File: src/rtl/reg_file_ctrl.sv
// Command sequencer in front of an 8 x 16 register file: one read/write command at a
// time on a valid/ready stream, file strobes from a Moore FSM, response on a second stream.
module reg_file_ctrl #(
    parameter int DATA_W = 16,
    parameter int ADDR_W = 8,
    parameter int DEPTH  = 8,
    parameter int CNT_W  = 16
) (
    input  logic              CLK,
    input  logic              RST,
    input  logic              cmd_valid,
    output logic              cmd_ready,
    input  logic              cmd_wr,
    input  logic [ADDR_W-1:0] cmd_addr,
    input  logic [DATA_W-1:0] cmd_wdata,
    output logic              rsp_valid,
    input  logic              rsp_ready,
    output logic              rsp_wr,
    output logic              rsp_err,
    output logic [DATA_W-1:0] rsp_rdata,
    output logic              WrEn,
    output logic              RdEn,
    output logic [ADDR_W-1:0] Address,
    output logic [DATA_W-1:0] WrData,
    input  logic [DATA_W-1:0] RdData,
    output logic [CNT_W-1:0]  txn_count,
    output logic [2:0]        dbg_state
);

    localparam logic [2:0] IDLE     = 3'd0;
    localparam logic [2:0] WR_ISSUE = 3'd1;
    localparam logic [2:0] RD_ISSUE = 3'd2;
    localparam logic [2:0] RD_CAPT  = 3'd3;
    localparam logic [2:0] RESP     = 3'd4;

    // Both streams: a transfer happens on a rising edge where valid and ready are
    // both high; valid side holds its payload stable until that edge.

    logic [2:0]        state_q, state_d;
    logic [ADDR_W-1:0] addr_q, addr_d;
    logic [DATA_W-1:0] wdata_q, wdata_d;
    logic              rsp_wr_q, rsp_wr_d;
    logic              rsp_err_q, rsp_err_d;
    logic [DATA_W-1:0] rsp_rdata_q, rsp_rdata_d;
    logic [CNT_W-1:0]  txn_count_q, txn_count_d;
    logic              addr_bad;

    assign addr_bad = 32'(cmd_addr) >= DEPTH;

    always_comb begin
        state_d     = state_q;
        addr_d      = addr_q;
        wdata_d     = wdata_q;
        rsp_wr_d    = rsp_wr_q;
        rsp_err_d   = rsp_err_q;
        rsp_rdata_d = rsp_rdata_q;
        txn_count_d = txn_count_q;
        case (state_q)
            IDLE: begin
                if (cmd_valid) begin
                    addr_d      = cmd_addr;
                    wdata_d     = cmd_wdata;
                    rsp_wr_d    = 1'b0;
                    rsp_err_d   = 1'b0;
                    rsp_rdata_d = '0;
                    if (addr_bad) begin
                        // Rejected commands go straight to the response, file untouched.
                        state_d   = RESP;
                        rsp_err_d = 1'b1;
                        rsp_wr_d  = cmd_wr;
                    end else if (cmd_wr) begin
                        state_d = WR_ISSUE;
                    end else begin
                        state_d = RD_ISSUE;
                    end
                end
            end
            WR_ISSUE: begin
                state_d  = RESP;
                rsp_wr_d = 1'b1;
            end
            RD_ISSUE: state_d = RD_CAPT;
            RD_CAPT: begin
                state_d     = RESP;
                rsp_rdata_d = RdData;
            end
            RESP: begin
                if (rsp_ready) begin
                    state_d     = IDLE;
                    txn_count_d = txn_count_q + 1'b1;
                end
            end
            default: state_d = IDLE;
        endcase
    end

    always_ff @(posedge CLK or negedge RST) begin
        if (!RST) begin
            state_q     <= IDLE;
            addr_q      <= '0;
            wdata_q     <= '0;
            rsp_wr_q    <= 1'b0;
            rsp_err_q   <= 1'b0;
            rsp_rdata_q <= '0;
            txn_count_q <= '0;
        end else begin
            state_q     <= state_d;
            addr_q      <= addr_d;
            wdata_q     <= wdata_d;
            rsp_wr_q    <= rsp_wr_d;
            rsp_err_q   <= rsp_err_d;
            rsp_rdata_q <= rsp_rdata_d;
            txn_count_q <= txn_count_d;
        end
    end

    assign cmd_ready = (state_q == IDLE) && RST;
    assign rsp_valid = (state_q == RESP);
    assign rsp_wr    = rsp_wr_q;
    assign rsp_err   = rsp_err_q;
    assign rsp_rdata = rsp_rdata_q;
    assign WrEn      = (state_q == WR_ISSUE);
    assign RdEn      = (state_q == RD_ISSUE);
    assign Address   = addr_q;
    assign WrData    = wdata_q;
    assign txn_count = txn_count_q;
    assign dbg_state = state_q;

endmodule

File: config.mk
export PLATFORM = sky130hd
export DESIGN_NAME = reg_file_ctrl
export DESIGN_NICKNAME = d
export VERILOG_FILES = /design/src/rtl/reg_file_ctrl.sv
export SDC_FILE = /design/constraint.sdc
export NUM_CORES = 1
export LEC_CHECK = 0
export CORE_MARGIN = 2
export CORE_UTILIZATION = 30
export CTS_CLUSTER_DIAMETER = 100
export DETAILED_ROUTE_END_ITERATION = 8
export HOLD_SLACK_MARGIN = 0.15
export SLEW_MARGIN = 20
export SYNTH_ARGS = -nofsm -noshare
export SYNTH_HDL_FRONTEND = slang
export SYNTH_SLANG_ARGS = --single-unit
File: constraint.sdc
create_clock -name CLK -period 1.7 [get_ports CLK]
set_input_delay 0.17 -clock CLK [delete_from_list [all_inputs] [get_ports CLK]]
set_output_delay 0.17 -clock CLK [all_outputs]
set_load 0.01 [all_outputs]
==> results of run 1 <==
-- per-stage QoR --
step | setup WS [ps] | power [mW] | util (%) | instances | TNS (ps)
after floorplan | 24.73 | 2.413 | - | 180 | 0
final | 41.49 | 4.240 | 50.54 | 417 | 0
after global routing | -17.17 | 4.493 | 50.54 | 417 | -33.09
after detailed placement | -320.9 | 3.175 | 47.77 | 398 | -9096
after global placement | -287.5 | 3.157 | 47.77 | 398 | -8202
after CTS | 1.106 | 4.301 | 50.35 | 416 | 0
-- critical path, stage by stage (launching register included) --
cell and delay, ps:
dfrtp_2 460, or3b_4 430, or3_4 420, nor3_4 130, xor2_1 150
-- flip-flops by register name (all words and copies together), names as in the netlist --
| register | cells |
|---|---|
| WrData | 16 |
| rsp_err | 1 |
| txn_count | 16 |
| rsp_wr | 1 |
| rsp_rdata | 16 |
| dbg_state | 3 |
| Address | 8 |
-- layer usage --
| layer | up-vias | wire (um) | track usage, % |
|---|---|---|---|
| met5 | - | 0 | 0 |
| met4 | 0 | 65 | 4.710 |
| met3 | 6 | 520 | 6.581 |
| met2 | 72 | 2923 | 21.01 |
| met1 | 950 | 2587 | 17.12 |
| li1 | 907 | - | - |
-- path summary, 6_finish.rpt --
path                          startpoint             to  slack (ps)
min in group asynchronous            RST   txn_count[7]         570
min                            RdData[9]   rsp_rdata[9]         450
max                         dbg_state[0]   txn_count[8]          40
max reg2reg                 dbg_state[0]   txn_count[8]          40
max in group asynchronous            RST   dbg_state[0]         560
min reg2reg                txn_count[15]  txn_count[15]         470
-- where the power goes --
| group | internal [mW] | switching (mW) |
|---|---|---|
| Clock | 0.557 | 0.520 |
| Sequential | 1.70 | 0.185 |
| Combinational | 0.782 | 0.498 |
-- repair_timing --
item | CTS | global route
resized for setup | 17 | 9
gates cloned | 0 | 1
hold buffers | 1 | 0
buffers inserted | 2 | 0
endpoints found under the hold margin | 61 | 0
pin swaps | 1 | 4
endpoints found under the setup margin | 44 | 33
-- cell type report --
class / instances / area (um2) / share of cell area [%]
sequential: 61 / 1530 / 38.78
timing repair buffer: 126 / 1205 / 30.53
clock buffer: 13 / 148.9 / 3.773
tap: 102 / 127.6 / 3.234
inverter: 6 / 25.02 / 0.6341
clock inverter: 2 / 10.01 / 0.2536
multi-input combinational: 107 / 899.6 / 22.80
-- cell usage in the layout (no fill, tap or decap), drive strengths merged, types with 3 or more instances in the layout --
master and n:
clkdlybuf4s50 103, nand3 7, dfrtp 61, nor4b 3, xor2 5, a22o 16, nor3 7, xnor2 10
clkbuf 15, inv 6, buf 18, mux2 25, nor2 10, nand2 8
-- kinds of logic after synthesis --
logic type / count (synthesis)
DFF: 61
AOI/OAI and AO/OA: 23
buffers and inverters: 12
muxes: 25
adders and majority gates: 1
and+or+nand+nor: 43
xor gates and xnor gates: 15
==> results.md, run 1 <==
* DPL Wire Length at 4191 um
* Endpoints failing hold at 0
* Post-synthesis adder-cell area fraction at 0.5120%
* Mux cell area share after synthesis at 11.52%
* Overflow after GRT at 0
* Min Tclk post-route at 1659 ps
* I/O Pins at 110
* Die area at 0.008883 mm2
* Worst Setup Start Kind: flop
* Slew Viols, Final at 0
* VDD IR-drop max at 0.0006749 V
* Required @ worst endpoint at 1960 ps
* Reg2Reg Depth at 4
* Leak at 1.689 nW
* Htree depth at 3
* Die X at 94.25 um
* Syn_nets at 226
* Largest net degree at the start of global routing at 62
* Largest family of logic cells by synthesized area: multiplexers
* Clock Tree Buf Depth at 2
* Sequential fraction of the synthesis area at 62.47%
* Top cells by area, synth: dfrtp_1 (62%), mux2_2 (12%), a22o_1 (5.7%)
* Synth unique cells at 31
* Critical path data arrival time at 1910 ps
* Vias in the first global route at 1830
* Post-Synthesis Cells at 180
* Initial antenna violation count at 0
* Ys flop type: dfrtp_1
* Root Buffer: clkbuf_8
* Maximum fanout along the worst path at 6
* Simple-gate share of the synthesized area at 10.29%
* Yosys top cell area share at 62.47%
* Ys Warns at 0
* IO buf count at 109
* Chip Height at 94.25 um
* Worst Hold Class: primary input to flop
* Most common cell in the netlist: dfrtp_1
* Rel. slew slack at 48.58%
* Synth Register Bits at 61
* Post-route ant nets at 0
* Crit path capture type: flop
* 1st-pass router iterations at 4
* Fmax at 0.6030 GHz
* Area grow syn2layout at 61.49%
* Compound-Gate Fraction of Synth Area at 7.629%
* Fillcell total at 724
* Clock slew at reported path FFs at 60 ps
* XOR/XNOR Fraction of Synth Area at 5.376%
* Drt drc at 0
* Final Wtd Congestion at 0.7251
* Clk sink count at 61
* Number of diodes at 0
* Worst hold stages at 2
* Post-Route WL at 6097 um
* Max-Cap Viols at 0
* Core area at 0.007807 mm2
* Status: finished clean
* Nets at 357
* First-pass GRT wire length at 9252 um
* Setup repair after global routing missed its margin: true
* 1st-iter DRT viols at 65
* Post-route cell area at 0.003946 mm2
* Clk_lat worst skew at 330 ps
* FP Rows at 32
* Actual slew at the worst max-slew pin at 771.3 ps
* DP Area at 0.003730 mm2
* Synth cell count leaders: dfrtp_1 (61), mux2_2 (25), a22o_1 (16)
* Share of post-route cells with drive strength above 1 at 22.22%
* Post-synth EDFFs at 0
* Syn Area/Cell at 13.58 um2
* Via/cell ratio at 4.640
* Crit Path Class: flop to flop
* Async S/R FF share, synth at 100.0%
* CTS tree: done
* Clock skew at 3.350 ps
* Worst hold margin at 446.9 ps
* # setup viols final at 0
* Final Cycle Share at 97.56%
* Syn Std Cell Area at 0.002444 mm2
* Via count at 1935
* CTS Buf Count at 9
* Starting Density at 31.30%
* Power Density at 1075 mW/mm2
* WL/cell at 14.62 um
* Leading area contributor after synthesis: dfrtp_1
* GRT Total Usage at 13.79%
Note: power is estimated with default switching activity, not from simulation.
==> inputs of run 2 (changes only) <==
--- a/config.mk
+++ b/config.mk
@@ -7,9 +7,10 @@
 export LEC_CHECK = 0
 export CORE_MARGIN = 2
 export CORE_UTILIZATION = 30
-export CTS_CLUSTER_DIAMETER = 100
+export CTS_CLUSTER_DIAMETER = 40
 export DETAILED_ROUTE_END_ITERATION = 8
 export HOLD_SLACK_MARGIN = 0.15
+export SETUP_SLACK_MARGIN = 0.15
 export SLEW_MARGIN = 20
 export SYNTH_ARGS = -nofsm -noshare
 export SYNTH_HDL_FRONTEND = slang
==> run 2 against run 1 <==
  * Die area stayed put
  * Register-to-register slack hardly changed
  * Critical path type unchanged
  * Wire length increased by 6.4%
==> results.md, run 2 (synthesis results as in run 1) <==
* # setup viols final at 0
* Crit Path Class: flop to flop
* Root Buffer: clkbuf_8
* Core area at 0.007807 mm2
* Area grow syn2layout at 78.39%
* Sequential Power Share at 37.3%
* Switch Pwr at 1.328 mW
* Power Density at 1168 mW/mm2
* Number of diodes at 0
* Comb power frac at 30.2%
* Worst Hold Class: primary input to flop
* Htree depth at 3
* I/O Pins at 110
* Chip Height at 94.25 um
* Int Pwr at 3.764 mW
* DPL Wire Length at 4272 um
* WL/cell at 15.19 um
* Status: finished clean
* Switching Fraction at 26.08%
* Clock skew at 6.073 ps
* Clock Tree Buf Depth at 2
* Leak at 1.942 nW
* Largest net degree at the start of global routing at 62
* Reg2Reg Depth at 4
* CTS Buf Count at 9
* Endpoints failing hold at 0
* Min Tclk post-route at 1645 ps
* Final Wtd Congestion at 0.7766
* Fillcell total at 665
* Nets at 366
* Final instance count without filler cells at 427
* Crit path capture type: flop
* Starting Density at 31.30%
* Post-route ant nets at 0
* 1st-iter DRT viols at 57
* First-pass GRT wire length at 9970 um
* Overflow after GRT at 0
* GRT Total Usage at 14.46%
* Cells after DPL at 403
* Worst Setup Start Kind: flop
* Via count at 1978
* Critical path data arrival time at 1900 ps
* R2r setup slk at 60 ps
* Fin Setup TNS at 0 ps
* Setup repair after global routing missed its margin: true
* Fmax at 0.6079 GHz
* Commonest non-fill, non-tap cell in the layout: clkdlybuf4s50_1
* Post-Route WL at 6488 um
* Clk sink count at 61
* Max-Cap Viols at 0
* Drt drc at 0
* Die area at 0.008883 mm2
* 1st-pass router iterations at 4
* Maximum fanout along the worst path at 4
* Rel. slew slack at 48.45%
* Clock power share at 32.5%
* Clock slew at reported path FFs at 70 ps
* Die X at 94.25 um
* Vias in the first global route at 2068
* Actual slew at the worst max-slew pin at 773.2 ps
* Worst hold stages at 2
* Share of post-route cells with drive strength above 1 at 29.23%
* IO buf count at 109
* Clk_lat worst skew at 330 ps
* Final Cycle Share at 96.76%
* VDD IR-drop max at 0.0005507 V
* Slew Viols, Final at 0
* Required @ worst endpoint at 1960 ps
* Initial antenna violation count at 0
* Commonest cells after routing, fill and taps aside: clkdlybuf4s50_1 (101), dfrtp_1 (57), mux2_4 (24)
* Via/cell ratio at 4.632
* FP Rows at 32
* CTS tree: done
run 2: changes by cell type in the layout (fill, tap and decap cells not counted), moves of 3 or more:
cell	previous run	this run
mux2_4	0	24
nor2_1	9	5
bufinv_16	0	3
buf_12	0	3
buf_6	0	5
mux2_2	25	1
nor2_2	1	5
run 2: what timing repair did:
action                                 CTS  global route
pin swaps                                4             5
hold buffers                             1             0
endpoints found under the hold margin   61             0
setup endpoints to repair               38            59
resized for setup                       33            42
setup buffers                            4             2
gates cloned                             0             1
run 2: per-stage QoR:
stage	worst slack, ps	total power [mW]	instance area, um2	hold WS [ps]	utilization [%]
5_1_grt	1.122	5.343	4359	427.9	55.83
3_5_place_dp	-55.60	3.225	3810	437.0	48.80
3_3_place_gp	6.163	3.204	3810	438.7	48.80
6_report	55.05	5.093	4359	439.2	55.83
4_1_cts	62.34	4.971	4146	420.2	53.11
2_1_floorplan	41.19	2.425	2470	-125.6	-
run 2: area by class of cell:
cell class                 count  area, um2  area share [%]
clock buffer                  13      168.9           3.875
clock inverter                 3      90.09           2.067
inverter                       6      27.53          0.6315
multi-input combinational    107       1066           24.45
sequential                    61       1531           35.13
tap                          102      127.6           2.928
timing repair buffer         135       1348           30.91
run 2: final timing paths:
path	start	endpoint
worst min-delay path	RdData[0]	rsp_rdata[0]
worst max-delay path	dbg_state[0]	txn_count[8]
worst min register to register	txn_count[15]	txn_count[15]
min in group asynchronous	RST	txn_count[8]
max in group asynchronous	RST	txn_count[9]
worst max register to register	dbg_state[0]	txn_count[8]
run 2: critical path, cell delays in order, from the launching register on:
cell and delay [ps]:
dfrtp_1 400, or3b_4 440, or3_4 430, nor3_4 130, xor2_1 170
run 2: power by group through the flow:
stage | combinational (mW) | sequential [mW] | clock (mW)
2_1_floorplan | 0.423 | 2.00 | 0
3_3_place_gp | 1.30 | 1.91 | 0
3_5_place_dp | 1.32 | 1.91 | 0
4_1_cts | 1.39 | 1.88 | 1.70
5_1_grt | 1.65 | 1.93 | 1.77
6_report | 1.54 | 1.90 | 1.65
run 2: layer usage:
metal  GRT usage, %  up-vias  share of wire [%]
li1               -      925                  -
met1          18.20      971                 43
met2          22.68       73                 47
met3          4.815        9                7.9
met4          6.159        0                1.3
met5              0        -                  0
==> inputs of run 3 (changes only) <==
--- a/config.mk
+++ b/config.mk
@@ -5,6 +5,7 @@
 export SDC_FILE = /design/constraint.sdc
 export NUM_CORES = 1
 export LEC_CHECK = 0
+export CAP_MARGIN = 20
 export CORE_MARGIN = 2
 export CORE_UTILIZATION = 30
 export CTS_CLUSTER_DIAMETER = 40
==> results of run 3 <==
Final layout, timing and power as in run 2 (identical DEF).
